==> config.mk <==
export PLATFORM = sky130hd
export DESIGN_NAME = appliance_load_scheduler
export DESIGN_NICKNAME = d
export VERILOG_FILES = /design/src/rtl/home_pkg.sv /design/src/rtl/holdoff_timer.sv /design/src/rtl/appliance_load_scheduler.sv
export SDC_FILE = /design/constraint.sdc
export NUM_CORES = 1
export LEC_CHECK = 0
export ABC_AREA = 1
export CAP_MARGIN = 25
export CORE_MARGIN = 8
export CORE_UTILIZATION = 50
export CTS_BUF_LIST = sky130_fd_sc_hd__clkbuf_2
export DETAILED_ROUTE_END_ITERATION = 8
export GPL_TIMING_DRIVEN = 0
export PLACE_DENSITY = 0.68
export SYNTH_ARGS = -nofsm -noshare
export SYNTH_HDL_FRONTEND = slang
export SYNTH_SLANG_ARGS = --single-unit
==> constraint.sdc <==
create_clock -name clk -period 13.1 [get_ports clk]
set_input_delay 2.62 -clock clk [delete_from_list [all_inputs] [get_ports clk]]
set_output_delay 2.62 -clock clk [all_outputs]
set_load 0.02 [all_outputs]
==> src/rtl/home_pkg.sv <==
// Shared definitions for the smart-appliance group: device indices,
// default scheduler sizing and the per-device power state.
package home_pkg;

  // Fixed device slots on the scheduler request bus
  localparam int DEV_FRIDGE = 0;
  localparam int DEV_OVEN   = 1;
  localparam int DEV_COFFEE = 2;
  localparam int DEV_WASHER = 3;
  localparam int DEV_DISH   = 4;

  // Default scheduler sizing
  localparam int DEF_N       = 5;
  localparam int DEF_W       = 4;
  localparam int DEF_BUDGET  = 10;
  localparam int DEF_MIN_OFF = 4;

  // Power state of one appliance as seen by the scheduler
  typedef enum logic [1:0] {
    OFF     = 2'd0,
    ON      = 2'd1,
    HOLDOFF = 2'd2
  } dev_state_e;

  // A granted device is ON; an ungranted one with a running hold-off
  // counter is HOLDOFF; anything else is OFF and may be admitted.
  function automatic dev_state_e dev_state(input logic granted,
                                           input logic holdoff_zero);
    dev_state_e st;
    if (granted)
      st = ON;
    else if (!holdoff_zero)
      st = HOLDOFF;
    else
      st = OFF;
    return st;
  endfunction

endpackage

==> src/rtl/holdoff_timer.sv <==
// Per-device minimum off-time counter. Loading sets it to MIN_OFF;
// it then counts down to zero, and zero means the device may be
// admitted again. MIN_OFF of 0 makes the counter permanently zero.
module holdoff_timer #(
  parameter int MIN_OFF = 4
) (
  input  logic clk,
  input  logic rst,
  input  logic ld,
  input  logic dec,
  output logic zero
);

  localparam int CW = (MIN_OFF > 0) ? $clog2(MIN_OFF + 1) : 1;

  logic [CW-1:0] cnt_q;
  logic [CW-1:0] cnt_d;

  // Next count: a release reloads, otherwise count down and stop at zero
  always_comb begin
    cnt_d = cnt_q;
    if (ld)
      cnt_d = CW'(MIN_OFF);
    else if (dec && (cnt_q != '0))
      cnt_d = cnt_q - 1'b1;
  end

  // Counter register; reset leaves no hold-off pending
  always_ff @(posedge clk or posedge rst) begin
    if (rst)
      cnt_q <= '0;
    else
      cnt_q <= cnt_d;
  end

  assign zero = (cnt_q == '0);

endmodule

==> src/rtl/appliance_load_scheduler.sv <==
// Power-budget scheduler for the appliance group. Devices are admitted
// one per cycle in round-robin order while the sum of their latched
// loads stays within BUDGET. Released devices sit out MIN_OFF cycles,
// and a shed request drops everything except the fridge.
module appliance_load_scheduler
  import home_pkg::*;
#(
  parameter int N       = DEF_N,
  parameter int W       = DEF_W,
  parameter int BUDGET  = DEF_BUDGET,
  parameter int MIN_OFF = DEF_MIN_OFF
) (
  input  logic                   clk,
  input  logic                   rst,
  input  logic [N-1:0]           req,
  input  logic [N*W-1:0]         load,
  input  logic                   shed,
  output logic [N-1:0]           grant,
  output logic [W+$clog2(N)-1:0] used_load,
  output logic [N-1:0]           waiting
);

  localparam int SW = W + $clog2(N);
  // One spare bit so candidate + kept sum can be compared without wrap
  localparam int AW = SW + 1;
  localparam int PW = (N > 1) ? $clog2(N) : 1;

  logic [N-1:0]  grant_q, grant_d;
  logic [SW-1:0] used_q, used_d;
  logic [N-1:0]  wait_q, wait_d;
  logic [PW-1:0] rr_q, rr_d;
  logic [W-1:0]  lat_q [N];
  logic [W-1:0]  lat_d [N];

  logic [N-1:0]  release_v;
  logic [N-1:0]  hold_zero;
  logic [N-1:0]  eligible;
  logic [N-1:0]  fits;
  logic [N-1:0]  admit;
  logic [AW-1:0] kept_sum;

  // Work out which ON devices drop this cycle and the load that remains
  always_comb begin
    release_v = '0;
    kept_sum  = '0;
    for (int i = 0; i < N; i++) begin
      // The fridge is never shed; a req drop and shed together is one release
      release_v[i] = grant_q[i] & (~req[i] | (shed & (i != DEV_FRIDGE)));
      if (grant_q[i] && !release_v[i])
        kept_sum = kept_sum + AW'(lat_q[i]);
    end
  end

  generate
    for (genvar gi = 0; gi < N; gi++) begin : g_dev
      logic [W-1:0] cand;

      assign cand = load[gi*W +: W];

      // Candidate fits against the load that survives this cycle's releases
      assign fits[gi] = ((kept_sum + AW'(cand)) <= AW'(BUDGET));

      // Requesting, not granted, hold-off expired; under shed only the fridge
      assign eligible[gi] = req[gi]
                          && (dev_state(grant_q[gi], hold_zero[gi]) == OFF)
                          && (!shed || (gi == DEV_FRIDGE));

      holdoff_timer #(
        .MIN_OFF(MIN_OFF)
      ) u_holdoff (
        .clk  (clk),
        .rst  (rst),
        .ld   (release_v[gi]),
        .dec  (1'b1),
        .zero (hold_zero[gi])
      );

      // Load is captured only at admission; changes while ON are ignored
      assign lat_d[gi] = admit[gi] ? cand : lat_q[gi];
    end
  endgenerate

  // Round-robin scan from rr_q; non-fitting devices are skipped, first fit wins
  always_comb begin
    int          idx_i;
    logic [PW-1:0] idx_p;
    logic        found;
    admit = '0;
    rr_d  = rr_q;
    found = 1'b0;
    idx_i = 0;
    idx_p = '0;
    for (int k = 0; k < N; k++) begin
      idx_i = int'(rr_q) + k;
      if (idx_i >= N)
        idx_i = idx_i - N;
      idx_p = PW'(idx_i);
      if (!found && eligible[idx_p] && fits[idx_p]) begin
        found        = 1'b1;
        admit[idx_p] = 1'b1;
        rr_d         = (idx_i == N - 1) ? '0 : PW'(idx_i + 1);
      end
    end
  end

  // Next grant vector, granted-load total and waiting flags
  always_comb begin
    grant_d = (grant_q & ~release_v) | admit;
    used_d  = '0;
    for (int i = 0; i < N; i++) begin
      if (grant_d[i])
        used_d = used_d + SW'(lat_d[i]);
    end
    wait_d = req & ~grant_d;
  end

  // Scheduler state registers
  always_ff @(posedge clk or posedge rst) begin
    if (rst) begin
      grant_q <= '0;
      used_q  <= '0;
      wait_q  <= '0;
      rr_q    <= '0;
      for (int i = 0; i < N; i++)
        lat_q[i] <= '0;
    end else begin
      grant_q <= grant_d;
      used_q  <= used_d;
      wait_q  <= wait_d;
      rr_q    <= rr_d;
      for (int i = 0; i < N; i++)
        lat_q[i] <= lat_d[i];
    end
  end

  assign grant     = grant_q;
  assign used_load = used_q;
  assign waiting   = wait_q;

endmodule

==> impl_metrics.ini <==
[sta]
fin_crit_sh_pct = 94.2
worst_pin_slew_ps = 848
hold_violations = 0
fmax_mhz = 81.1
skew_ps = 38.8
relSlewSlack_pct = 43.0
setup_violations = 0
final_max_slew_viol_count = 0
final.setup.worst_slack_ps = 765
timing.final.crit_period_ps = 12340

[synth]
synth.avg_cell_area_um2 = 7.00
synth_area_leader_cell = dfrtp_1
synthCells = 1026
yosys.area.top_type_share_pct = 19.2
ys_ff_latch = 55
synth_top_family_by_area = simple AND/OR/NAND/NOR gates
netlist-cell-type-count = 59
synthFlopType = dfrtp_1
synth-edff-count = 0
synth_adder_area_share_pct = 18.9
synthXorXnorAreaFrac_pct = 3.50
synth_fp_nets = 1154
synth_compound_area_share_pct = 13.0
synthArstFlopShare_pct = 100
synth.yosys.seq_area_share_pct = 19.2
synthMuxAreaShare_pct = 1.86
netlist_top_cells_area = dfrtp_1 (19%), ha_1 (15%), nand2_1 (12%)
synthSimpleGateAreaFrac_pct = 33.3
syn_area_um2 = 7180
yosys_warnings = 0

[worst_hold_path]
hold_path_class = reg -> reg
hp-start = g_dev[3].u_holdoff.cnt_q[0]

[worst_setup_path]
critPathLaunch = req[1]
critPathMaxStageDelay_ps = 530
crit_path_end_kind = flip-flop
crit_fanout = 6
cp.required_ps = 13630
cpMostUsedCell = nand2_1
critPathArrivalTime_ps = 12870
worstSetupStartpointType = input port
slowest_stage = clkdlybuf4s50_1
crit_type = in -> reg
reg2reg_from = grant[0]

[run_status]
status = finished, final reports clean

[route]
viasPerCell = 5.18
postRouteWirelength_um = 17500
route.detailed.drc = 0
wl_per_cell_um = 13.8
vias = 6585
ant_nets = 0
first_pass_iters = 5
first_iter_violations = 463

[grt]
antenna_found_initial = 1
grt_pass1_wl_um = 29500
grt_usage_pct = 19.6
grt_pass1_vias = 6310
grt_start_max_net_pins = 36
gr-total-overflow = 0

[clocking]
cts.path.max_buffers = 2
clock_latency_ps = 550
h-tree-depth = 2
cts.sinks = 55
clkSlewWorstSetupHoldPaths_ps = 330
cts-buffers-inserted = 5
cts-root-buf = clkbuf_2
cts_tree = built

[die]
design.core.area_um2 = 14300
die-area_um2 = 18500
rows = 44
io_pins = 45
die_width_um = 136
initial_core_util_pct = 50.4
die_h_um = 136

[place]
place_ws_ps = -1720
gp_congestion = 0.918
dp_hpwl_um = 14600
port_buffers = 44

[finish]
fin_nets = 1213
areaGrowthSynthToFinish_pct = 13.4
num-fill-cells = 1371
drive_gt1_share_pct = 15.4

[flow_run]
maxCapViolCount = 0
kinds of logic (layout without fill, tap and decap cells):
family | count (synthesis) | in the layout
AND/OR/NAND/NOR | 481 | 481
buffers and inverters | 194 | 254
AO/OA/AOI/OAI | 157 | 157
adder cells (fa/ha/maj) | 100 | 100
flip-flops | 55 | 55
XOR/XNOR | 27 | 27
multiplexers | 12 | 12
other | 0 | 1
layout make-up:
type	count	area, µm²	share of cell area (%)
multi-input combinational	777	5230	64.2
sequential	55	1380	16.9
inverter	191	719	8.84
timing repair buffer	52	510	6.27
tap	184	230	2.83
clock inverter	3	27.5	0.338
clock buffer	5	25.0	0.307
buffer	3	22.5	0.277
antenna	1	2.50	0.0307
synthesized netlist by cell type (2+ instances only):
cell type    n
nand2_1    227
inv_1      169
ha_1        86
nand3_1     68
nor2_1      68
o21ai_0     56
dfrtp_1     55
a21oi_1     43
nand2_2     23
inv_2       20
fa_1        14
nor3_1      14
o21ai_1     13
xor2_1      13
nand4_1     12
xnor2_1     12
mux2_2      11
nand3_2     10
nor2_4      10
a211oi_1     9
nand2_4      9
or2_2        8
nor2_2       7
o21ai_2      7
a31oi_1      5
and2_1       5
nand3b_1     5
nand4_2      4
o211ai_1     3
o22ai_1      3
a21oi_2      2
a221oi_1     2
nand4_4      2
nor3_2       2
o21a_1       2
o221ai_1     2
or2_1        2
xor2_2       2
stage by stage:
| stage | area (µm²) | util, % | instances | hold slack [ps] | setup TNS [ps] |
|---|---|---|---|---|---|
| floorplan | 7180 | - | 1026 | 433 | 0 |
| global placement | 7850 | 55.1 | 1254 | 446 | -8940 |
| detailed placement | 7870 | 55.2 | 1255 | 452 | -9020 |
| CTS | 7980 | 55.9 | 1264 | 480 | 0 |
| global route | 8140 | 57.1 | 1271 | 510 | -10.5 |
| finish | 8140 | 57.1 | 1271 | 478 | 0 |
worst paths after layout:
kind | endpoint | slack, ps | depth (start not counted)
max | used_load[5] | 760 | 64
min | g_dev[3].u_holdoff.cnt_q[0] | 480 | 1
max reg2reg | used_load[5] | 2520 | 63
min reg2reg | g_dev[3].u_holdoff.cnt_q[0] | 480 | 1
max in group asynchronous | lat_q[17] | 10180 | 3
min in group asynchronous | waiting[4] | 2340 | 2
repair_timing:
item / CTS / global route
pin swaps: 1 / 8
hold buffers: 0 / 0
hold endpoints to repair: 0 / 0
gates resized for setup: 15 / 24
cloned: 0 / 0
buffers inserted: 1 / 6
endpoints found under the setup margin: 6 / 6
cell usage in the layout, fill, tap and decap left out, types with 14 or more instances in the layout:
master           Yosys  layout
clkdlybuf4s50_1      0      42
nand2_2             23      25
o21ai_0             56      50
nor3_1              14      14
inv_1              169     167
ha_1                86      82
fa_1                14      14
a21oi_1             43      43
dfrtp_1             55      55
nand3_1             68      65
nor2_1              68      66
inv_2               20      22
nand2_1            227     224
sequential cells by signal, summed over array words and instances (netlist names):
name                   count
lat_q                     20
g_dev.u_holdoff.cnt_q     15
used_load                  7
grant                      5
waiting                    5
rr_q                       3
critical path, delay by kind of cell:
kind            cells  cell delay, ps
buf+inv            10            1260
simple gates       36            4530
compound gates      6             730
xor+xnor            2             330
fa+ha+maj          10            3390
metal layers:
metal  vias to the layer above  global-route usage, %  wire length (µm)
met2                       103                   32.9              8160
met5                         -                      0                 0
li1                       3456                      -                 -
met4                         0                   6.77               511
met3                        31                   2.59               546
met1                      2995                   25.3              8270
Power is not shown: default switching activity piles up to over one toggle a cycle in this logic, so the estimate is an artifact.
